**src/rtl/thermo_pkg.sv**
```systemverilog
// Shared types and default tuning for the thermostat request generator.
package thermo_pkg;

    typedef enum logic [1:0] {
        IDLE = 2'd0,
        HEAT = 2'd1,
        COOL = 2'd2,
        HOLD = 2'd3
    } state_t;

    localparam int DEF_TEMP_W      = 12;
    localparam int DEF_THRESH      = 20;
    localparam int DEF_HYST        = 5;
    localparam int DEF_MIN_RUN_CYC = 8;
    localparam int DEF_MIN_OFF_CYC = 4;

    // Two guard bits keep target + THRESH +/- HYST from wrapping.
    function automatic int cmp_w(input int temp_w);
        return temp_w + 2;
    endfunction

    localparam int DEF_CMP_W = cmp_w(DEF_TEMP_W);

endpackage

```
**src/rtl/thermo_timer.sv**
```systemverilog
// Loadable down-counter shared by the minimum-run and minimum-off intervals.
module thermo_timer #(
    parameter int W = 4
) (
    input  logic         clock,
    input  logic         rst,
    input  logic         load,
    input  logic [W-1:0] load_val,
    input  logic         dec,
    output logic         zero
);

    logic [W-1:0] count_q;
    logic [W-1:0] count_d;

    always_comb begin
        count_d = count_q;
        if (load) begin
            count_d = load_val;
        end else if (dec && (count_q != '0)) begin
            count_d = count_q - 1'b1;
        end
    end

    always_ff @(posedge clock) begin
        if (rst) begin
            count_q <= '0;
        end else begin
            count_q <= count_d;
        end
    end

    assign zero = (count_q == '0);

endmodule

```
**src/rtl/thermostat_ctrl.sv**
```systemverilog
// Hysteretic heat/cool request FSM with minimum run time and fixed-length off lockout.
module thermostat_ctrl
    import thermo_pkg::*;
#(
    parameter int TEMP_W      = DEF_TEMP_W,
    parameter int THRESH      = DEF_THRESH,
    parameter int HYST        = DEF_HYST,
    parameter int MIN_RUN_CYC = DEF_MIN_RUN_CYC,
    parameter int MIN_OFF_CYC = DEF_MIN_OFF_CYC
) (
    input  logic                     clock,
    input  logic                     rst,
    input  logic                     enable,
    input  logic                     sample_valid,
    input  logic signed [TEMP_W-1:0] target,
    input  logic signed [TEMP_W-1:0] ambient,
    output logic                     A,
    output logic                     B,
    output logic                     lockout
);

    localparam int CW   = cmp_w(TEMP_W);
    localparam int TMAX = (MIN_RUN_CYC > MIN_OFF_CYC) ? MIN_RUN_CYC : MIN_OFF_CYC;
    localparam int TW   = $clog2(TMAX + 1);

    localparam logic signed [CW-1:0] THRESH_C = CW'(THRESH);
    localparam logic signed [CW-1:0] HYST_C   = CW'(HYST);
    localparam logic [TW-1:0]        RUN_LD   = TW'(MIN_RUN_CYC);
    localparam logic [TW-1:0]        OFF_LD   = TW'(MIN_OFF_CYC - 1);

    logic signed [CW-1:0] amb_x;
    logic signed [CW-1:0] sp;
    logic signed [CW-1:0] lo;
    logic signed [CW-1:0] hi;

    assign amb_x = CW'(ambient);
    assign sp    = CW'(target) + THRESH_C;
    assign lo    = sp - HYST_C;
    assign hi    = sp + HYST_C;

    state_t        state_q;
    state_t        state_d;
    logic          tmr_load;
    logic [TW-1:0] tmr_val;
    logic          tmr_zero;

    thermo_timer #(.W(TW)) u_timer (
        .clock    (clock),
        .rst      (rst),
        .load     (tmr_load),
        .load_val (tmr_val),
        .dec      (1'b1),
        .zero     (tmr_zero)
    );

    always_comb begin
        state_d  = state_q;
        tmr_load = 1'b0;
        tmr_val  = '0;
        case (state_q)
            IDLE: begin
                if (enable && sample_valid) begin
                    if (amb_x < lo) begin
                        state_d  = HEAT;
                        tmr_load = 1'b1;
                        tmr_val  = RUN_LD;
                    end else if (amb_x > hi) begin
                        state_d  = COOL;
                        tmr_load = 1'b1;
                        tmr_val  = RUN_LD;
                    end
                end
            end
            HEAT: begin
                if (!enable || (sample_valid && tmr_zero && (amb_x >= sp))) begin
                    state_d  = HOLD;
                    tmr_load = 1'b1;
                    tmr_val  = OFF_LD;
                end
            end
            COOL: begin
                if (!enable || (sample_valid && tmr_zero && (amb_x <= sp))) begin
                    state_d  = HOLD;
                    tmr_load = 1'b1;
                    tmr_val  = OFF_LD;
                end
            end
            HOLD: begin
                if (tmr_zero) begin
                    state_d = IDLE;
                end
            end
            default: state_d = IDLE;
        endcase
    end

    always_ff @(posedge clock) begin
        if (rst) begin
            state_q <= IDLE;
        end else begin
            state_q <= state_d;
        end
    end

    assign A       = (state_q == HEAT);
    assign B       = (state_q == COOL);
    assign lockout = (state_q == HOLD);

endmodule

```
**config.mk**
```make
export PLATFORM = sky130hd
export DESIGN_NAME = thermostat_ctrl
export DESIGN_NICKNAME = d
export VERILOG_FILES = /design/src/rtl/thermo_pkg.sv /design/src/rtl/thermo_timer.sv /design/src/rtl/thermostat_ctrl.sv
export SDC_FILE = /design/constraint.sdc
export NUM_CORES = 1
export LEC_CHECK = 0
export ABC_CLOCK_PERIOD_IN_PS = 7940
export CAP_MARGIN = 20
export CORE_MARGIN = 2
export CORE_UTILIZATION = 60
export DETAILED_ROUTE_END_ITERATION = 12
export PLACE_DENSITY = 0.87
export SYNTH_ARGS = -nofsm -noshare
export SYNTH_HDL_FRONTEND = slang
export SYNTH_HIERARCHICAL = 1
export SYNTH_SLANG_ARGS = --single-unit
```
**constraint.sdc**
```tcl
create_clock -name clock -period 7.94 [get_ports clock]
set_input_delay 2.382 -clock clock [delete_from_list [all_inputs] [get_ports clock]]
set_output_delay 2.382 -clock clock [all_outputs]
set_load 0.02 [all_outputs]
```
== Yosys cells after proc, flatten, opt, wreduce, memory -nomap -nowiden ==
Cells that the tools add are included.

* Flip-flop bits (word level): 6
* Bits in latches: 0
* Bits in writable memories: 0
* Bits in read-only memories: 0
* Input port bits: 28
* Output and inout port bits: 3
* Logic and storage cells: 51
* Memories: 0

* $add $sub $neg: 4
* Multipliers: 0
* Divide/modulo/power cells: 0
* $lt $le $gt $ge: 4
* Eq/ne operators: 8
* Shifts and indexed selects: 0
* Muxes and demuxes: 21
* Bitwise logic cells: 0
* Reductions and logical operators: 12

{| class="wikitable"
|+ Operator list
! cell !! count
|-
| 4-bit 2-to-1 mux || 5
|-
| 2-bit 2-to-1 mux || 8
|-
| 13-bit by 4-bit adder with 14-bit output, second input constant || 1
|-
| 12-bit by 14-bit > comparator with 1-bit output || 1
|-
| 12-bit by 14-bit less-than comparator with 1-bit output || 1
|-
| 13-bit by 4-bit subtractor with 14-bit output, second input constant || 1
|-
| 12-bit by 6-bit adder with 13-bit output, second input constant || 1
|-
| 12-bit by 13-bit >= comparator with 1-bit output || 1
|-
| 12-bit by 13-bit less-or-equal comparator with 1-bit output || 1
|-
| 4-bit one-hot mux with 3 select lines || 1
|-
| 2-bit one-hot mux with 4 select lines || 1
|-
| 2-bit by 1-bit != test with 1-bit output, second input constant || 3
|-
| 1-bit 2-to-1 mux || 5
|-
| 5-bit AND reduction || 1
|-
| 2-bit == test, second input constant || 2
|-
| 1-bit logical AND || 4
|-
| 4-bit logical NOT || 1
|-
| 4-bit nonzero test || 1
|-
| 4-bit by 1-bit subtractor with 4-bit output, second input constant || 1
|-
| 3-bit != test, second input constant || 1
|-
| 1-bit one-hot mux with 3 select lines || 1
|-
| 2-bit by 1-bit == test with 1-bit output, second input constant || 1
|-
| 2-bit logical NOT || 1
|-
| 1-bit logical OR || 2
|-
| other kinds (3) || 3
|}

== Depth between registers and ports, before layout ==
* Depth in word-level cells: 8
* Depth in mapped cells: 21
* Depth with buffers taken out: 20

== Modules after synthesis ==
Netlist, hierarchy kept.

{| class="wikitable"
|+ By module, submodules not included
! module !! times used !! cells each !! area an instance (µm²) !! seq. area each (µm²)
|-
| thermostat_ctrl || 1 || 272 || 2,062.0 || 40.0
|-
| thermo_timer || 1 || 29 || 262.8 || 80.1
|}

== Worst setup path after synthesis ==
No wires, ideal clock.

* Path kind: input port to flip-flop
* From: input target[2]
* To: register u_timer.count_q[1]
* Setup time: 122 ps
* Arrival: 5,845 ps
* Required time: 7,818 ps
* Setup slack: 1,973 ps
* Cell stages on the path: 18
* Buffers on the path: 0
* Cells stage by stage: ha_1 -> o21ai_0 -> xor2_1 -> and3_1 -> and3_1 -> nand2_1 -> xnor2_1 -> ha_1 -> a21oi_1 -> o211ai_1 -> nor3_1 -> o21ai_0 -> o221a_2 -> o21ai_0 -> nor3b_1 -> or2_1 -> nor3_1 -> a311o_1

* Cells in the longest elaborated chain, start to end: 8
* Elaborated cells between the ends (all ways): 24
* Those cells by class: add/sub: 3; order compare: 4; mux: 12; reduce/logical: 5

{| class="wikitable"
|+ Ends and longest elaborated chain
! what !! RTL line !! RTL
|-
| start, declared || thermostat_ctrl.sv:15 || <nowiki>input logic signed [TEMP_W-1:0] target,</nowiki>
|-
| 12-bit by 6-bit adder with 13-bit output * || thermostat_ctrl.sv:37 || <nowiki>assign sp = CW'(target) + THRESH_C;</nowiki>
|-
| 13-bit by 4-bit adder with 14-bit output || thermostat_ctrl.sv:39 || <nowiki>assign hi = sp + HYST_C;</nowiki>
|-
| 12-bit by 14-bit > comparator with 1-bit output || thermostat_ctrl.sv:67 || <nowiki>end else if (amb_x > hi) begin</nowiki>
|-
| 1-bit 2-to-1 mux || thermostat_ctrl.sv:67 ||
|-
| 1-bit 2-to-1 mux || thermostat_ctrl.sv:63 || <nowiki>if (amb_x < lo) begin</nowiki>
|-
| 1-bit 2-to-1 mux || thermostat_ctrl.sv:62 || <nowiki>if (enable && sample_valid) begin</nowiki>
|-
| 1-bit one-hot mux with 3 select lines * || thermostat_ctrl.sv:60 || <nowiki>case (state_q)</nowiki>
|-
| via tmr_load || thermostat_ctrl.sv:43 || <nowiki>logic tmr_load;</nowiki>
|-
| 4-bit 2-to-1 mux / 2-bit nonzero test (equally long branches) || n/a ||
|-
| end signal, assigned || thermo_timer.sv:29 || <nowiki>count_q <= count_d;</nowiki>
|-
| end, declared || thermo_timer.sv:13 || <nowiki>logic [W-1:0] count_q;</nowiki>
|}

The timed path passes the listed nets; every way through them passes the cells marked *.
A chain may end at the register's enable or synchronous reset.

== Worst setup path in the final report ==
Same ends and word-level chain as after synthesis.

==> flow_summary.json <==
{
  "required_ps": 8040,
  "track_usage_pct": 28.4,
  "die-width_um": 66.2,
  "wl_um": 5760,
  "end_kind": "flop",
  "rsz0062_at_grt": "no",
  "synth_cells": 301,
  "io_pins": 31,
  "cts_buffers": 3,
  "p_leak_uw": 0.00115,
  "areaGrowthSynthToFinish_pct": 15.9,
  "holdBufCountCts": 0,
  "grt_pass1_vias": 2222,
  "finalClockSkew_ps": 1.70,
  "grt_pass1_wl_um": 9870,
  "cp_cell_sequence": "clkdlybuf4s50_1 > ha_1 > o21ai_0 > xor2_1 > and3_1 > and3_1 > nand2_1 > xnor2_1 > ha_1 > a21oi_1 > o211ai_1 > nor3_1 > o21ai_0 > o221a_2 > o21ai_0 > nor3b_1 > or2_1 > nor3_1 > a311o_1",
  "final_cell_mix": "ha_1 (47), clkdlybuf4s50_1 (30), nand2_1 (25), nor2_1 (25), xnor2_1 (24)",
  "wl_per_cell_um": 15.1,
  "gp_congestion": 0.908,
  "synth.distinct_cells": 62,
  "crit_family": "compound AO/OA/AOI/OAI gates",
  "crit_path_top_delay_cell": "clkdlybuf4s50_1",
  "drt_iter0_drc": 112,
  "path_common_cell": "o21ai_0",
  "period_minus_slack_ps": 7090,
  "final_common_cell": "ha_1",
  "cts_resized": 0,
  "hold_viol_final": 0,
  "htreeDepth": 1,
  "core_sq_um": 3690,
  "final.setup.tns_ps": 0,
  "postCtsSetupRepairBufs": 0,
  "avgSynthCellArea_sq_um": 7.72,
  "num_antenna_cells": 0,
  "status": "finished, final reports clean",
  "cp_num_buf_inv": 1,
  "ir_drop_mv": 0.0736,
  "nets": 410,
  "synth_edf_count": 0,
  "post-route-period-util_pct": 89.3,
  "portBuffers": 30,
  "clock-sinks": 6,
  "initial_utilization_pct": 63.0,
  "ys_ff_latch": 6,
  "cts_tree": "yes",
  "max_freq_ghz": 0.141,
  "ys_warn_count": 6,
  "final_antenna_net_count": 0,
  "power_per_cell_area_nw_per_um2": 159,
  "tightest_slew_ps": 616,
  "syn_area_sq_um": 2320,
  "hpwl_um": 4860,
  "hp-class": "reg -> reg",
  "synthArstFlopShare_pct": 0,
  "root_buffer": "clkbuf_8",
  "ys_seq_area_share_pct": 5.17,
  "maxSlewHeadroom_pct": 58.5,
  "drc": 0,
  "cp_data_arrival_time_ps": 7200,
  "clkLatencyLatePin_ps": 230,
  "slew_violations": 0,
  "crit_fanout": 11,
  "vias": 2316,
  "worst_path_largest_cell_delay_ps": 640,
  "path_clk_slew_ps": 40,
  "path_class": "in -> reg",
  "ctsLongestPathBuffers": 2,
  "dieArea_sq_um": 4390,
  "rows": 22,
  "dr.pass1.iters": 4,
  "antenna_found_initial": 0,
  "dieHeight_um": 66.2,
  "drv_cap": 0,
  "start_kind": "input port",
  "ys.flop_type": "dfxtp_1",
  "fillers": 307,
  "setup_viol": 0,
  "grt_max_degree": 12,
  "vias_per_cell": 6.08,
  "final_util_pct": 73.1,
  "drive_gt1_share_pct": 6.01,
  "grt_overflow": 0
}
## per-layer routing
metal  global-route usage (%)  up-vias  routed length, um
met5                        0        -                  0
met4                     5.87        0                 42
met3                     1.87        8                288
met2                     50.7       77               2770
met1                     37.0     1067               2660
li1                         -     1164                  -
## metrics by stage
| step | hold WS [ps] | std cells | setup slack [ps] | cell area [sq um] | power, uW |
|---|---|---|---|---|---|
| after global routing | 569 | 381 | 495 | 2700 | 463 |
| after floorplan | 484 | 307 | 1970 | 2350 | 291 |
| final | 541 | 381 | 846 | 2700 | 428 |
| after global placement | 522 | 378 | 910 | 2650 | 358 |
| after CTS | 541 | 381 | 862 | 2700 | 422 |
| after detailed placement | 534 | 378 | 725 | 2650 | 372 |
## cell usage after synthesis (3+ instances only)
library cell  number  share of area (%)
a311oi_1           3                1.1
a31oi_1            5                1.3
o21a_1             5                1.6
inv_1             23                3.7
ha_1              47                 25
o31ai_1            3               0.97
o211ai_1           5                1.6
nand2_1           25                4.0
a21oi_1           16                3.4
xor2_1             6                2.3
nand2b_1           4                1.1
mux2i_1            3                1.3
buf_4              5                1.6
nor3_1             6                1.3
xnor2_1           24                9.0
o21ai_0           14                3.0
dfxtp_1            6                5.2
nor4_1             3               0.81
nand3_1            7                1.5
a21o_1             5                1.6
nor2b_1            7                1.9
nor2_1            25                4.0
nand4_1            7                1.9
## flip-flops by register name, indices dropped and copies added (netlist names)
signal	flops
u_timer/count_q	4
state_q	2
## power breakdown
group          switching [uW]  internal [uW]  leakage, uW  total [uW]
Sequential               15.9           45.4    0.0000494        61.3
Combinational             180            140      0.00108         320
Clock                    13.9           32.6    0.0000216        46.6
Total                     210            218      0.00115         428
## worst register-to-register path: stages (launching register included)
cell	delay (ps)
dfxtp_1	310
inv_1	130
ha_1	230
or3b_4	450
inv_1	110
nand2_1	60
nand2_1	80
nand2_1	50
a31oi_1	300
or2_1	270
nor3_1	100
a311o_1	370
## cells by family (layout without fill, tap and decap cells)
group	count (synthesis)	count (layout)	synth area share, %
DFF	6	6	5.17
other	2	8	0.323
AOI/OAI and AO/OA	80	80	26.1
muxes	5	5	2.42
adders and majority gates	47	47	25.3
and+or+nand+nor	100	100	22.7
buffers and inverters	30	56	6.03
xor gates and xnor gates	31	31	12.0
## layout make-up
class | instances | area, sq um | share of cell area [%]
clock buffers | 3 | 41.3 | 1.53
inverters | 23 | 86.3 | 3.20
multi-input cells | 271 | 2090 | 77.4
flip-flops and latches | 6 | 120 | 4.46
well taps | 48 | 60.1 | 2.23
repair buffers | 30 | 300 | 11.1
## path summary, 6_finish.rpt
| kind | startpoint | to | slack (ps) | cells after the start |
|---|---|---|---|---|
| max reg2reg | u_timer/count_q[1] | u_timer/count_q[1] | 5370 | 11 |
| max | target[2] | u_timer/count_q[1] | 850 | 19 |
| min reg2reg | state_q[0] | state_q[0] | 540 | 2 |
| min | state_q[0] | state_q[0] | 540 | 2 |
Note: power is estimated with default switching activity, not from simulation.
